<file path="config.mk">
export PLATFORM = sky130hd
export DESIGN_NAME = instr_fetch_flat
export DESIGN_NICKNAME = d
export VERILOG_FILES = /design/src/rtl/fetch_pkg.sv /design/src/rtl/instr_fetch_if.sv /design/src/rtl/fetch_skid_fifo.sv /design/src/rtl/instr_fetch.sv /design/src/flat_wrapper.sv
export SDC_FILE = /design/constraint.sdc
export NUM_CORES = 1
export LEC_CHECK = 0
export ABC_AREA = 1
export BUFFER_PORTS_ARGS = -buffer_cell sky130_fd_sc_hd__buf_4
export CAP_MARGIN = 10
export CORE_ASPECT_RATIO = 1.75
export CORE_MARGIN = 4
export CORE_UTILIZATION = 59
export CTS_CLUSTER_DIAMETER = 50
export DETAILED_ROUTE_END_ITERATION = 10
export GPL_TIMING_DRIVEN = 0
export PLACE_DENSITY = 0.93
export SLEW_MARGIN = 0
export SYNTH_ARGS = -nofsm -noshare
export SYNTH_HDL_FRONTEND = slang
export SYNTH_SLANG_ARGS = --single-unit
</file>
<file path="constraint.sdc">
create_clock -name clk -period 2.8 [get_ports clk]
set_input_delay 0.42 -clock clk [delete_from_list [all_inputs] [get_ports clk]]
set_output_delay 0.42 -clock clk [all_outputs]
set_load 0.01 [all_outputs]
</file>
<file path="src/rtl/fetch_pkg.sv">
`default_nettype none
// ============================================================================
// Module      : fetch_pkg
// Description : Shared constants and types for the instruction fetch unit.
//               FETCH_FIFO_DEPTH - depth of the fetch skid FIFO
//               fifo_count_t     - occupancy count type (0..FETCH_FIFO_DEPTH)
// Revision    : 1.0 - initial release
// ============================================================================
package fetch_pkg;

  localparam int FETCH_FIFO_DEPTH = 2;
  localparam int FETCH_CNT_W      = $clog2(FETCH_FIFO_DEPTH + 1);

  typedef logic [FETCH_CNT_W-1:0] fifo_count_t;

endpackage
`default_nettype wire

</file>
<file path="src/rtl/instr_fetch_if.sv">
`default_nettype none
// ============================================================================
// Module      : instr_fetch_if
// Description : Bus bundle between the fetch unit, the instruction ROM,
//               the redirect source and the decoder.
//               master : fetch unit side (drives rom_address, instr_*)
//               slave  : environment side (drives rom_data, redirect_*,
//                        instr_ready)
// Revision    : 1.0 - initial release
// ============================================================================
interface instr_fetch_if #(
  parameter int DATA_LENGTH = 32,
  parameter int MEM_LENGTH  = 32
);

  localparam int AW = $clog2(MEM_LENGTH);

  logic [AW-1:0]          rom_address;
  logic [DATA_LENGTH-1:0] rom_data;
  logic                   redirect_valid;
  logic [AW-1:0]          redirect_address;
  logic                   instr_valid;
  logic                   instr_ready;
  logic [DATA_LENGTH-1:0] instr_data;
  logic [AW-1:0]          instr_address;

  modport master (
    output rom_address,
    input  rom_data,
    input  redirect_valid,
    input  redirect_address,
    output instr_valid,
    input  instr_ready,
    output instr_data,
    output instr_address
  );

  modport slave (
    input  rom_address,
    output rom_data,
    output redirect_valid,
    output redirect_address,
    input  instr_valid,
    output instr_ready,
    input  instr_data,
    input  instr_address
  );

endinterface
`default_nettype wire

</file>
<file path="src/rtl/fetch_skid_fifo.sv">
`default_nettype none
// ============================================================================
// Module      : fetch_skid_fifo
// Description : 2-entry synchronous FIFO of {address, data} pairs.
//               Entry 0 is always the head, so the head outputs come
//               straight from a register.
//   clk, rst          - clock, synchronous active-high reset
//   i_push, i_push_*  - write an entry
//   i_pop             - remove the head entry
//   i_flush           - drop all entries (wins over push/pop)
//   o_count           - number of valid entries
//   o_head_*          - head entry contents
// Revision    : 1.0 - initial release
// ============================================================================
module fetch_skid_fifo
  import fetch_pkg::*;
#(
  parameter int AW = 5,
  parameter int DW = 32
) (
  input  logic          clk,
  input  logic          rst,
  input  logic          i_push,
  input  logic [AW-1:0] i_push_address,
  input  logic [DW-1:0] i_push_data,
  input  logic          i_pop,
  input  logic          i_flush,
  output fifo_count_t   o_count,
  output logic [AW-1:0] o_head_address,
  output logic [DW-1:0] o_head_data
);

  typedef struct packed {
    logic [AW-1:0] address;
    logic [DW-1:0] data;
  } fetch_entry_t;

  localparam fifo_count_t c_FULL = fifo_count_t'(FETCH_FIFO_DEPTH);

  fetch_entry_t r_entry0;
  fetch_entry_t r_entry1;
  fifo_count_t  r_count;
  fetch_entry_t w_in;
  logic         w_pop;
  logic         w_push;

  assign w_in   = '{address: i_push_address, data: i_push_data};
  // Guard against pops of an empty FIFO and pushes into a full one.
  assign w_pop  = i_pop && (r_count != '0);
  assign w_push = i_push && ((r_count != c_FULL) || w_pop);

  always_ff @(posedge clk) begin
    if (rst) begin
      r_entry0 <= '0;
      r_entry1 <= '0;
      r_count  <= '0;
    end else if (i_flush) begin
      r_count  <= '0;
    end else begin
      case ({w_push, w_pop})
        2'b10: begin
          if (r_count == '0) r_entry0 <= w_in;
          else               r_entry1 <= w_in;
          r_count <= r_count + 1'b1;
        end
        2'b01: begin
          r_entry0 <= r_entry1;
          r_count  <= r_count - 1'b1;
        end
        2'b11: begin
          // Count unchanged; new entry lands behind whatever remains.
          if (r_count == fifo_count_t'(1)) begin
            r_entry0 <= w_in;
          end else begin
            r_entry0 <= r_entry1;
            r_entry1 <= w_in;
          end
        end
        default: ;
      endcase
    end
  end

  assign o_count        = r_count;
  assign o_head_address = r_entry0.address;
  assign o_head_data    = r_entry0.data;

endmodule
`default_nettype wire

</file>
<file path="src/rtl/instr_fetch.sv">
`default_nettype none
// ============================================================================
// Module      : instr_fetch
// Description : Instruction fetch unit. Drives sequential addresses to a
//               synchronous-read ROM, absorbs its one-cycle latency and
//               hands {address, instruction} pairs to the decoder over a
//               valid/ready handshake, with back-pressure and redirects.
//   clk, rst  - clock, synchronous active-high reset
//   bus       - instr_fetch_if.master: rom_address/rom_data,
//               redirect_valid/redirect_address,
//               instr_valid/instr_ready/instr_data/instr_address
// Revision    : 1.0 - initial release
// ============================================================================
module instr_fetch
  import fetch_pkg::*;
#(
  parameter int DATA_LENGTH = 32,
  parameter int MEM_LENGTH  = 32,
  parameter int RESET_PC    = 0
) (
  input  logic           clk,
  input  logic           rst,
  instr_fetch_if.master  bus
);

  localparam int            AW         = $clog2(MEM_LENGTH);
  localparam logic [AW-1:0] c_LAST_PC  = AW'(MEM_LENGTH - 1);
  localparam logic [AW-1:0] c_RESET_PC = AW'(RESET_PC);

  logic [AW-1:0]          r_pc;
  logic                   r_inflight;
  logic [AW-1:0]          r_inflight_addr;

  fifo_count_t            w_count;
  logic [AW-1:0]          w_head_address;
  logic [DATA_LENGTH-1:0] w_head_data;
  logic                   w_pop;
  logic                   w_push;
  logic                   w_issue;
  logic [2:0]             w_occupancy;
  logic [2:0]             w_limit;
  logic [AW-1:0]          w_next_pc;
  logic [AW-1:0]          w_redirect_pc;

  assign bus.instr_valid = (w_count != '0);
  assign w_pop           = bus.instr_valid && bus.instr_ready;

  // Issue only if the new word is guaranteed a FIFO slot when it returns:
  // count + inflight - pop < depth, rearranged to avoid underflow.
  assign w_occupancy = 3'(w_count) + 3'(r_inflight);
  assign w_limit     = 3'(FETCH_FIFO_DEPTH) + 3'(w_pop);
  assign w_issue     = !bus.redirect_valid && (w_occupancy < w_limit);

  // Explicit wrap so non-power-of-two ROM depths work.
  assign w_next_pc     = (r_pc == c_LAST_PC) ? '0 : r_pc + 1'b1;
  assign w_redirect_pc = (32'(bus.redirect_address) >= 32'(MEM_LENGTH))
                         ? '0 : bus.redirect_address;

  // The word returning in a redirect cycle belongs to the old stream.
  assign w_push = r_inflight && !bus.redirect_valid;

  always_ff @(posedge clk) begin
    if (rst) begin
      r_pc            <= c_RESET_PC;
      r_inflight      <= 1'b0;
      r_inflight_addr <= '0;
    end else if (bus.redirect_valid) begin
      r_pc            <= w_redirect_pc;
      r_inflight      <= 1'b0;
    end else if (w_issue) begin
      r_pc            <= w_next_pc;
      r_inflight      <= 1'b1;
      r_inflight_addr <= r_pc;
    end else begin
      r_inflight      <= 1'b0;
    end
  end

  fetch_skid_fifo #(
    .AW (AW),
    .DW (DATA_LENGTH)
  ) u_fifo (
    .clk            (clk),
    .rst            (rst),
    .i_push         (w_push),
    .i_push_address (r_inflight_addr),
    .i_push_data    (bus.rom_data),
    .i_pop          (w_pop),
    .i_flush        (bus.redirect_valid),
    .o_count        (w_count),
    .o_head_address (w_head_address),
    .o_head_data    (w_head_data)
  );

  assign bus.rom_address   = r_pc;
  assign bus.instr_data    = w_head_data;
  assign bus.instr_address = w_head_address;

endmodule
`default_nettype wire

</file>
<file path="src/flat_wrapper.sv">
// flat-port wrapper written by rule: the top's interface ports become plain ports
module instr_fetch_flat import fetch_pkg::*;
#(
  parameter int DATA_LENGTH = 32,
  parameter int MEM_LENGTH  = 32,
  parameter int RESET_PC    = 0
)
  (clk, rst, bus_rom_address, bus_rom_data, bus_redirect_valid, bus_redirect_address, bus_instr_valid, bus_instr_ready, bus_instr_data, bus_instr_address);
  instr_fetch_if #(.DATA_LENGTH(DATA_LENGTH), .MEM_LENGTH(MEM_LENGTH)) bus_i ();
  input  logic clk;
  input  logic rst;
  output wire logic [$bits(bus_i.rom_address)-1:0] bus_rom_address;
  input wire logic [$bits(bus_i.rom_data)-1:0] bus_rom_data;
  input wire logic [$bits(bus_i.redirect_valid)-1:0] bus_redirect_valid;
  input wire logic [$bits(bus_i.redirect_address)-1:0] bus_redirect_address;
  output wire logic [$bits(bus_i.instr_valid)-1:0] bus_instr_valid;
  input wire logic [$bits(bus_i.instr_ready)-1:0] bus_instr_ready;
  output wire logic [$bits(bus_i.instr_data)-1:0] bus_instr_data;
  output wire logic [$bits(bus_i.instr_address)-1:0] bus_instr_address;
  assign bus_rom_address = bus_i.rom_address;
  assign bus_i.rom_data = bus_rom_data;
  assign bus_i.redirect_valid = bus_redirect_valid;
  assign bus_i.redirect_address = bus_redirect_address;
  assign bus_instr_valid = bus_i.instr_valid;
  assign bus_i.instr_ready = bus_instr_ready;
  assign bus_instr_data = bus_i.instr_data;
  assign bus_instr_address = bus_i.instr_address;
  instr_fetch #(.DATA_LENGTH(DATA_LENGTH), .MEM_LENGTH(MEM_LENGTH), .RESET_PC(RESET_PC)) u_core (.clk(clk), .rst(rst), .bus(bus_i));
endmodule
</file>
## Yosys cells after proc, flatten, opt, wreduce, memory -nomap -nowiden

Index checks and enable logic that the tools add are counted.

- Flip-flop bits (word level): 87
- Input port bits: 41
- Output and inout port bits: 43

- Add/sub/neg operators: 5
- Order comparisons: 1
- Equality and inequality tests: 9
- Multiplexer cells: 11
- Bitwise operators: 1
- Reductions and logical operators: 17

Operators by type and width:

| cell | count |
|---|---|
| 37-bit 2-to-1 mux | 4 |
| 37-bit one-hot mux with 3 select lines | 1 |
| 37-bit one-hot mux with 2 select lines | 1 |
| 5-bit 2-to-1 mux | 3 |
| 2-bit inequality test, second input constant | 4 |
| 2-bit nonzero test | 4 |
| 5-bit by 1-bit adder with 5-bit output, second input constant | 1 |
| 5-bit equality test, second input constant | 1 |
| 1-bit logical AND | 5 |
| 2-bit by 1-bit equality test with 1-bit output, second input constant | 2 |
| 2-bit equality test, second input constant | 2 |
| 2-bit one-hot mux with 2 select lines | 1 |
| 4-bit AND reduction | 1 |
| 2-bit by 1-bit adder with 3-bit output | 1 |
| 2-bit by 1-bit adder with 3-bit output, first input constant | 1 |
| 3-bit < comparator | 1 |
| 3-bit AND reduction | 1 |
| 3-bit nonzero test | 1 |
| 2-bit by 1-bit adder with 2-bit output, second input constant | 1 |
| 2-bit logical NOT | 1 |
| 2-bit AND reduction | 1 |
| 2-bit OR reduction | 1 |
| 2-bit by 1-bit subtractor with 2-bit output, second input constant | 1 |
| 1-bit logical NOT | 1 |
| 3 further kinds | 3 |

## Depth between registers and ports, before layout

Gate-level depths: netlist (run 1).

- Depth in word-level cells: 8
- Gate-level depth with buffers: 12
- Gate-level depth less buffers: 10

## Cells and area by module

From an unflattened synthesis (run 1), not the netlist that was laid out.

- Cell total of the unflattened synthesis: 667
- Area, all modules: 4406.7 um^2

By module, submodules not included:

| module | instances | cells each | area an instance (um^2) | seq. area each (um^2) |
|---|---|---|---|---|
| fetch_skid_fifo | 1 | 564 | 3748.6 | 1521.5 |
| instr_fetch | 1 | 103 | 658.1 | 220.2 |

## Worst setup path after synthesis (run 1)

OpenSTA, ideal clock, no wires.

- Kind: register to register
- Start: register u_core.u_fifo.r_count[0] (netlist: u_core.u_fifo.o_count[0])
- End: register u_core.u_fifo.r_entry1[4] (netlist name)
- Setup time: 0.113 ns
- Data arrival time: 1.517 ns
- Data required time: 2.687 ns
- Setup slack: 1.171 ns
- Stages on the path, launching flop included: 13
- Path buffers: 2
- Clock period less this slack: 1.629 ns
- Path through: dfxtp_1 inv_1 ha_1 nor2_2 nand2_1 nand2_2 nand2_1 nand2_1 buf_6 buf_6 nand2_1 nand2_1 nor2_1

- Longest elaborated chain between the ends: 8
- Elaborated cells between the ends (all ways): 15
- Classes of those cells: eq/ne: 6; mux: 1; reduce/logical: 8

Ends and longest elaborated chain:

| item | line | source |
|---|---|---|
| start, declared | fetch_skid_fifo.sv:42 | `fifo_count_t r_count;` |
| start signal, assigned | fetch_skid_fifo.sv:64 | `r_count <= r_count + 1'b1;` |
| start signal, assigned | fetch_skid_fifo.sv:68 | `r_count <= r_count - 1'b1;` |
| 2-bit nonzero test | fetch_skid_fifo.sv:49, instr_fetch.sv:45 |  |
| 1-bit logical AND | instr_fetch.sv:46 | `assign w_pop = bus.instr_valid && bus.instr_ready;` |
| 1-bit logical AND | fetch_skid_fifo.sv:49 | `assign w_pop = i_pop && (r_count != '0);` |
| 1-bit logical OR | fetch_skid_fifo.sv:50 | `assign w_push = i_push && ((r_count != c_FULL) \|\| w_pop);` |
| 1-bit logical AND | fetch_skid_fifo.sv:50 |  |
| 2-bit equality test | fetch_skid_fifo.sv:60 | `case ({w_push, w_pop})` |
| 2-bit inequality test (no source line) / 2-bit nonzero test (equally long branches) | n/a |  |
| 4-bit AND reduction (no source line) | n/a |  |
| end signal, assigned | fetch_skid_fifo.sv:63 | `else r_entry1 <= w_in;` |
| end signal, assigned | fetch_skid_fifo.sv:76 | `r_entry1 <= w_in;` |
| end, declared | fetch_skid_fifo.sv:41 | `fetch_entry_t r_entry1;` |

Parallel ways exist; a longest one is shown, timed or not.
A chain may end at the register's enable or synchronous reset.

## Worst setup path in the final report (run 1)

- Start: register u_core.u_fifo.r_count[0] (netlist: u_core.u_fifo.o_count[0])
- End: register u_core.u_fifo.r_entry0, in the netlist u_core.u_fifo.o_head_address[3]

- Longest elaborated chain between the ends: 8
- Elaborated cells between the ends (all ways): 16
- Classes of those cells: eq/ne: 6; mux: 2; reduce/logical: 8

Ends and longest elaborated chain:

| item | line | source |
|---|---|---|
| 2-bit nonzero test | fetch_skid_fifo.sv:49, instr_fetch.sv:45 |  |
| 1-bit logical AND | instr_fetch.sv:46 |  |
| 1-bit logical AND | fetch_skid_fifo.sv:49 |  |
| 1-bit logical OR | fetch_skid_fifo.sv:50 |  |
| 1-bit logical AND | fetch_skid_fifo.sv:50 |  |
| 2-bit equality test / 2-bit by 1-bit equality test with 1-bit output (equally long branches) | fetch_skid_fifo.sv:60 |  |
| 2-bit inequality test (no source line) / 3-bit nonzero test (equally long branches) | n/a |  |
| 3-bit AND reduction (no source line) | n/a |  |
| end signal, assigned | fetch_skid_fifo.sv:62 | `if (r_count == '0) r_entry0 <= w_in;` |
| end signal, assigned | fetch_skid_fifo.sv:67 | `r_entry0 <= r_entry1;` |
| end signal, assigned | fetch_skid_fifo.sv:73 | `r_entry0 <= w_in;` |
| end, declared | fetch_skid_fifo.sv:40 | `fetch_entry_t r_entry0;` |

Parallel ways exist; a longest one is shown, timed or not.

==> qor.txt, run 1 <==
outcome = finished, final reports clean
largest net degree at the start of global routing = 15
RSZ-0062 raised after global routing = no
Slew HR = 64.0%
Layout Nets = 804
# setup viols final = 0
Final Cycle Share = 72.0%
HP Class = in -> reg
Slowest-stage cell, CP = dfxtp_1
Final ANT Viol Nets = 0
sequential cell area = 1740 um2
CTS tree = done
Finished Layout Cells = 845
Multi-input gate area = 1900 um2
Crit path max-delay family = simple AND/OR/NAND/NOR gates
syn_area_per_cell = 6.33 um2
# rows = 40
Warnings, synthesis = 0
post-synthesis sequential element count = 87
most frequent CP cell = nor2_1
Final GP Congestion = 0.853
Max stage delay on crit path = 380 ps
Final Power = 3.19 mW
htree depth = 3
initial core utilization = 60.8%
WP buf/inv = 3
min cycle time layout = 2020 ps
mux share of post-synthesis cell area = 0%
clk sink count = 87
grt ovf = 0
Vias per Instance = 5.01
die width = 71.8 um
main combinational cell family by area after synthesis = simple AND/OR/NAND/NOR gates
FMAX = 496 MHz
syn nets = 711
Hold Violations, Final = 0
Max clock buf depth = 2
Post-CTS Hold Fix Bufs = 0
first-pass GRT wire length = 17800 um
Detailed Route WL = 10700 um
PortBufs = 82
core area = 6910 um2
DRT iter0 DRCs = 362
VDD IR-drop max = 410 uV
Ports = 84
Worst EP required = 3080 ps
# diodes = 0
DRC = 0
fillers = 497
Crit Path Max Fanout = 10
Pleak = 2.88 nW
Startpoint Class = flip-flop
routed via count = 4235
Worst-path clk slew = 60 ps
post_cts resized = 0
crit path kind = reg -> reg
Synth Instances = 663
Tot GR Track Use = 25.7%
CP Data Arrival Time = 2300 ps
Post-CTS Setup Bufs = 0
router iterations before antenna repair = 7
Skew-Pair Late Insertion Delay = 340 ps
Root Buffer = clkbuf_16
final total negative setup slack = 0 ps
Synth Area in Compound Gates = 6.77%
Cell Chain, Critical Path = inv_1 > ha_1 > nor2_2 > nand2_1 > buf_4 > clkbuf_1 > o21ai_0 > nor2_1 > nor2_1
sequential area share after synthesis = 41.5%
Slew @ Worst Pin = 540 ps
Mapped Area = 4200 um2
layout cells sized above 1 = 16.4%
Max Slew Vio Count = 0
Final Skew = 5.90 ps
WL per Instance = 12.6 um
number of global-route vias before repair = 4070
Simple-Gate Fraction of Synth Area = 36.4%
Area growth, synth to finish = 25.4%
Worst Setup End Kind = flip-flop
total CTS buffers = 9
PD cells = 606 nW/um2
xor/xnor share of the synthesized area = 0%
die height = 120 um
max_cap viols = 0
die area = 8580 um2
synth unique cells = 21
initial antenna violation count = 0
dpl cells = 829
dpl hpwl = 7600 um
Synth Area in Adders = 2.09%
## layout by cell type, fill, tap and decap left out, types with 2 or more instances in the layout
cell type / netlist / layout
nor2_1: 152 / 152
nand2_2: 2 / 2
ha_1: 7 / 7
clkbuf_1: 14 / 14
o21ai_0: 40 / 40
buf_6: 8 / 8
nor2_2: 2 / 2
inv_1: 85 / 85
clkinv_2: 0 / 2
buf_4: 9 / 91
a21oi_1: 12 / 12
nand3b_1: 2 / 2
nand3_1: 10 / 10
bufinv_16: 0 / 3
buf_2: 4 / 4
dfxtp_1: 87 / 87
nand4_1: 6 / 6
nand2_1: 218 / 218
clkbuf_16: 0 / 9
## synth_stat cells
master,instances,area share (%)
nand2_1,218,19
nor2_1,152,14
dfxtp_1,87,42
inv_1,85,7.6
o21ai_0,40,4.8
clkbuf_1,14,1.3
a21oi_1,12,1.4
nand3_1,10,1.2
buf_4,9,1.6
buf_6,8,2.1
ha_1,7,2.1
nand4_1,6,0.89
buf_2,4,0.48
nand2_2,2,0.30
nand3b_1,2,0.36
nor2_2,2,0.30
a22o_1,1,0.21
inv_4,1,0.15
nor2_4,1,0.27
o211ai_1,1,0.18
o31ai_1,1,0.18
## stage by stage
stage / hold WS [ps] / cell area, um2 / setup slack (ps) / utilization, %
6_report: 310 / 5260 / 785 / 76.2
5_1_grt: 320 / 5260 / 526 / 76.2
4_1_cts: 310 / 5260 / 783 / 76.2
3_5_place_dp: 471 / 4920 / 801 / 71.2
3_3_place_gp: 470 / 4920 / 873 / 71.2
2_1_floorplan: 455 / 4200 / 1170 / -
## layout make-up
class                      instances  share of cell area [%]
multi-input combinational        455                    36.1
sequential                        87                    33.1
timing repair buffer              82                    11.7
inverter                          86                    6.18
clock buffer                      10                    4.54
buffer                            35                    4.37
clock inverter                     6                    2.04
tap                               84                    2.00
## worst register-to-register path: stages, from the launching register on
cell	delay [ps]
dfxtp_1	380
inv_1	90
ha_1	240
nor2_2	240
nand2_1	120
buf_4	190
clkbuf_1	220
o21ai_0	250
nor2_1	90
nor2_1	120
## path summary, 6_finish.rpt
| check | cells past startpoint | end | start | slack, ps |
|---|---|---|---|---|
| max reg2reg | 9 | u_core.u_fifo.o_head_address[3] | u_core.u_fifo.o_count[0] | 780 |
| max | 9 | u_core.u_fifo.o_head_address[3] | u_core.u_fifo.o_count[0] | 780 |
| min reg2reg | 2 | u_core.r_inflight_addr[0] | u_core.r_inflight_addr[0] | 480 |
| min | 3 | u_core.u_fifo.r_entry1[2] | bus_rom_data[2] | 310 |
## state kept, by name, indices dropped and copies added (netlist names)
| register | cells |
|---|---|
| u_core.u_fifo.r_entry1 | 37 |
| u_core.u_fifo.o_head_data | 32 |
| u_core.bus.rom_address | 5 |
| u_core.r_inflight_addr | 5 |
| u_core.u_fifo.o_head_address | 5 |
| u_core.u_fifo.o_count | 2 |
| u_core.r_inflight | 1 |
## kinds of logic after synthesis
kind of cell	after synthesis
and+or+nand+nor	393
adders and majority gates	7
buffers and inverters	121
AOI/OAI and AO/OA	55
DFF	87
## layer usage
layer,vias up,GRT usage (%),wire length [um]
met1,1900,27.1,3860
met5,-,0,0
met2,149,47.1,5840
li1,2157,-,-
met4,0,12.5,306
met3,29,5.03,663
## power by group
group          switching (mW)  internal, mW
Clock                   0.498         0.893
Combinational           0.260         0.192
Sequential             0.0373          1.31
(Power assumes the default switching activity.)
==> inputs of run 2 (changes only) <==
CORE_UTILIZATION = 50   (was 59)
PLACE_DENSITY = 0.84   (was 0.93)
clock period = 1.6 ns   (was 2.8 ns; I/O delays follow)
==> run 2 against run 1 <==
The flow now finishes with violations (setup timing). Combinational power up 110%. Die area grew 16%. Core utilization down 6.4 points. Sequential share of layout area fell by 2.7 points. Clock skew hardly changed. Non-clock buffer count grew 13. Setup slack worse by 850 ps. Sequential power rose by 75%. Fmax is 21% higher. Largest cell class unchanged.
==> qor.txt, run 2 (synthesized netlist as in run 1, its figures left out) <==
Net Switching = 1.46 mW
first-pass GRT wire length = 16800 um
max_cap viols = 0
register with the most flip-flops = u_core.u_fifo.r_entry1
Tot GR Track Use = 20.9%
failing checks = setup timing
Ports = 84
outcome = complete, but fails checks
router iterations before antenna repair = 6
Final Power = 5.47 mW
Pleak = 3.00 nW
Hold Violations, Final = 0
Final Cycle Share = 104%
P_int = 4.01 mW
DRC = 0
Skew-Pair Late Insertion Delay = 340 ps
Startpoint Class = flip-flop
Hold Path Cell Cnt = 3
die area = 9980 um2
Layout Nets = 817
switching share of power = 26.7%
htree depth = 3
Seq pwr share = 43.2%
RSZ-0062 raised after global routing = yes
most frequent cells in the layout = 178 x nand2_1, 120 x nor2_1, 91 x buf_4
# diodes = 0
max reg flops = 37
VDD IR-drop max = 749 uV
Min Hold Slack = 120 ps
WP buf/inv = 3
initial core utilization = 50.8%
layout cells sized above 1 = 29.5%
Max clock buf depth = 2
PD cells = 949 nW/um2
Worst Setup End Kind = flip-flop
critical path startpoint = u_core.u_fifo.o_count[1]
Final Skew = 5.56 ps
number of cells on the critical path = 11
largest net degree at the start of global routing = 15
Area growth, synth to finish = 37.3%
die height = 129 um
total CTS buffers = 9
Worst-path clk slew = 60 ps
Final ANT Viol Nets = 0
Final GP Congestion = 0.872
min cycle time layout = 1660 ps
Max Slew Vio Count = 0
final total negative setup slack = -261 ps
Crit Path Max Fanout = 5
HP Class = in -> reg
Post-CTS Hold Fix Bufs = 0
initial antenna violation count = 0
Root Buffer = clkbuf_16
crit path kind = reg -> reg
CTS tree = done
Slew @ Worst Pin = 560 ps
WL per Instance = 13.3 um
Worst EP required = 1880 ps
R2R depth = 11
final worst slack = -62.9 ps
Crit path max-delay family = simple AND/OR/NAND/NOR gates
grt ovf = 0
logic gate share of total power = 17.5%
Slew HR = 62.7%
Vias per Instance = 5.06
Finished Layout Cells = 866
core area = 8260 um2
HP Start = bus_rom_data[8]
CP Data Arrival Time = 1940 ps
PortBufs = 82
dpl cells = 837
Cell Chain, Critical Path = inv_2 > ha_4 > nor2_4 > nand3b_1 > nand2_2 > nand2_4 > clkbuf_16 > clkbuf_16 > nand2_1 > nand2_1 > nor2_1
# rows = 44
DRT iter0 DRCs = 274
routed via count = 4378
most common cell after layout, fill and taps aside = nand2_1
fillers = 644
clk sink count = 87
# setup viols final = 13
die width = 77.3 um
clock power share = 39.3%
FMAX = 601 MHz
Detailed Route WL = 11600 um
Max stage delay on crit path = 370 ps
r2r startpoint = u_core.u_fifo.o_count[1]
dpl hpwl = 7520 um
number of global-route vias before repair = 3948
Slowest-stage cell, CP = dfxtp_4
pre-CTS WS = -376 ps
==> run 2: cell types whose count changed in the layout (fill, tap and decap cells not counted), sizes merged <==
cell    delta
bufinv     -2
clkinv     +1
buf       +12
clkbuf     +2
==> run 2: final cells by class <==
class / instances / area [um2] / area share, %
Tap cell: 92 / 115 / 2.00
Multi-Input combinational cell: 455 / 2170 / 37.7
Timing Repair Buffer: 95 / 773 / 13.4
Inverter: 86 / 328 / 5.69
Clock buffer: 11 / 253 / 4.39
Buffer: 35 / 314 / 5.45
Clock inverter: 5 / 56.3 / 0.977
Sequential cell: 87 / 1750 / 30.4
==> run 2: timing repair <==
action                     CTS  global route
setup endpoints to repair   79            79
setup buffers                5             4
gates resized for setup     34           130
pin swaps                    4            15
gates cloned                 1             3
==> run 2: power groups by stage <==
| stage | registers, mW | logic, mW | clock network (mW) |
|---|---|---|---|
| CTS | 2.36 | 0.810 | 2.17 |
| finish | 2.36 | 0.957 | 2.15 |
| floorplan | 2.42 | 0.451 | 0 |
| detailed placement | 2.41 | 0.772 | 0 |
| global placement | 2.40 | 0.745 | 0 |
| global route | 2.37 | 1.06 | 2.27 |
==> run 2: path summary, 6_finish.rpt <==
kind / endpoint / slack (ps)
min reg2reg: u_core.r_inflight_addr[1] / 490
max reg2reg: u_core.u_fifo.r_entry1[15] / -60
max: u_core.u_fifo.r_entry1[15] / -60
min: u_core.u_fifo.r_entry1[8] / 120
==> run 2: worst reg2reg max path: cells and delay by family, from the launching register on <==
family	cells	cell delay (ps)
AND/OR/NAND/NOR	7	680
buffers and inverters	3	390
flip-flops	1	370
adder cells (fa/ha/maj)	1	170
==> run 2: metal layers <==
| metal | vias up | part of all wire [%] | global-route usage, % | wire [um] |
|---|---|---|---|---|
| li1 | 2192 | - | - | - |
| met1 | 2000 | 36 | 20.3 | 4140 |
| met2 | 149 | 55 | 41.0 | 6410 |
| met3 | 37 | 5.0 | 3.69 | 575 |
| met4 | 0 | 3.8 | 11.6 | 436 |
| met5 | - | 0 | 0 | 0 |
==> run 2: metrics by stage <==
stage | instance area [um2] | utilization, %
global route | 5760 | 69.8
finish | 5760 | 69.8
global placement | 4930 | 59.7
floorplan | 4200 | -
detailed placement | 4930 | 59.7
CTS | 5360 | 64.9
==> inputs of run 3 (changes only) <==
CTS_BUF_LIST = sky130_fd_sc_hd__clkbuf_4 sky130_fd_sc_hd__clkbuf_8 sky130_fd_sc_hd__clkbuf_16   (was not set)
SKIP_LAST_GASP = 1   (was not set)
==> run 3 against run 2 <==
The flow still finishes with violations (setup timing). Fmax up 1.0%. Non-clock buffer count unchanged. Die area unchanged. Sequential share of layout area up 0.39 points. Clock power about the same. Final cell count unchanged. Setup slack better by 17 ps. Combinational power down 3.3%. Hold slack better by 2.4 ps. Largest cell class unchanged.
==> qor.txt, run 3 (synthesized netlist as in run 1, its figures left out) <==
Min Hold Slack = 122 ps
Crit Path Max Fanout = 5
min cycle time layout = 1650 ps
Detailed Route WL = 11300 um
Slew @ Worst Pin = 513 ps
Finished Layout Cells = 866
die width = 77.3 um
PD cells = 957 nW/um2
core area = 8260 um2
WL per Instance = 13.0 um
die area = 9980 um2
total CTS buffers = 9
number of global-route vias before repair = 3948
layout cells sized above 1 = 26.0%
Pleak = 3.01 nW
# setup viols final = 10
final worst slack = -46.1 ps
Final Cycle Share = 103%
outcome = complete, but fails checks
Worst-path clk slew = 60 ps
DRT iter0 DRCs = 287
# diodes = 0
Worst Setup End Kind = flip-flop
Final GP Congestion = 0.872
dpl hpwl = 7520 um
max reg flops = 37
P_int = 4.00 mW
final total negative setup slack = -178 ps
register with the most flip-flops = u_core.u_fifo.r_entry1
RSZ-0062 raised after global routing = yes
Final ANT Viol Nets = 0
Root Buffer = clkbuf_16
failing checks = setup timing
most frequent cells in the layout = 194 x nand2_1, 130 x nor2_1, 92 x buf_4
post-place instance area = 4930 um2
most common cell after layout, fill and taps aside = nand2_1
Hold Violations, Final = 0
HP Class = in -> reg
initial core utilization = 50.8%
FMAX = 607 MHz
post-route cell area = 5690 um2
max_cap viols = 0
sequential cell area = 1750 um2
first-pass GRT wire length = 16800 um
grt ovf = 0
# rows = 44
routed via count = 4294
Net Switching = 1.45 mW
Area growth, synth to finish = 35.6%
Skew-Pair Late Insertion Delay = 340 ps
Final Skew = 6.03 ps
Startpoint Class = flip-flop
Seq pwr share = 43.4%
CP Data Arrival Time = 1920 ps
Slew HR = 65.8%
router iterations before antenna repair = 5
logic gate share of total power = 17.0%
fillers = 660
initial antenna violation count = 0
Post-CTS Hold Fix Bufs = 0
Layout Nets = 817
Vias per Instance = 4.96
clk sink count = 87
DRC = 0
dpl cells = 837
VDD IR-drop max = 755 uV
Tot GR Track Use = 20.9%
Multi-input gate area = 2100 um2
htree depth = 3
PortBufs = 82
die height = 129 um
Max Slew Vio Count = 0
largest net degree at the start of global routing = 15
Max clock buf depth = 2
crit path kind = reg -> reg
clock power share = 39.6%
Worst EP required = 1880 ps
Ports = 84
CTS tree = done
switching share of power = 26.6%
-- run 3: timing repair --
action / in CTS / in global routing
pin swaps: 4 / 15
endpoints found under the setup margin: 79 / 79
setup buffers: 5 / 4
cloned: 1 / 3
hold endpoints to repair: 0 / 0
resized for setup: 34 / 95
-- run 3: worst paths after layout --
path                                  start                          to  slack [ps]  cells past startpoint
setup / recovery   u_core.u_fifo.o_count[1]  u_core.u_fifo.r_entry1[15]         -50                     11
hold / removal             bus_rom_data[12]  u_core.u_fifo.r_entry1[12]         120                      3
setup reg to reg   u_core.u_fifo.o_count[1]  u_core.u_fifo.r_entry1[15]         -50                     11
hold reg to reg   u_core.r_inflight_addr[1]   u_core.r_inflight_addr[1]         490                      2
-- run 3: layout make-up --
| type | count | share of cell area, % |
|---|---|---|
| inverter | 86 | 5.76 |
| clock buffer | 11 | 4.44 |
| timing repair buffer | 95 | 13.6 |
| sequential | 87 | 30.8 |
| buffer | 35 | 5.45 |
| tap | 92 | 2.02 |
| multi-input combinational | 455 | 37.0 |
| clock inverter | 5 | 0.989 |
-- run 3: power groups by stage --
| stage | Sequential (mW) | Combinational [mW] | Clock, mW |
|---|---|---|---|
| finish | 2.36 | 0.925 | 2.16 |
| CTS | 2.36 | 0.810 | 2.17 |
| detailed placement | 2.41 | 0.772 | 0 |
| floorplan | 2.42 | 0.451 | 0 |
| global route | 2.37 | 1.03 | 2.27 |
| global placement | 2.40 | 0.745 | 0 |
-- run 3: metrics by stage --
step           util, %  setup WS, ps  power (mW)
5_1_grt           68.9          -135        5.67
3_5_place_dp      59.7          -376        3.18
6_report          68.9         -46.1        5.45
4_1_cts           64.9          3.88        5.34
2_1_floorplan        -          31.8        2.87
3_3_place_gp      59.7          -351        3.14
-- run 3: worst max-delay path, stage by stage (launching register included) --
cell and delay, ps:
dfxtp_4 370, inv_2 50, ha_4 170, nor2_4 140
nand3b_1 120, nand2_2 100, nand2_4 70, clkbuf_16 170
clkbuf_16 160, nand2_1 60, nand2_1 50, nor2_1 110
-- run 3: layer usage --
layer | vias up | global-route usage, % | part of all wire (%)
met5 | - | 0 | 0
met3 | 28 | 3.69 | 4.1
met1 | 1965 | 20.3 | 37
li1 | 2192 | - | -
met2 | 109 | 41.0 | 56
met4 | 0 | 11.6 | 3.2
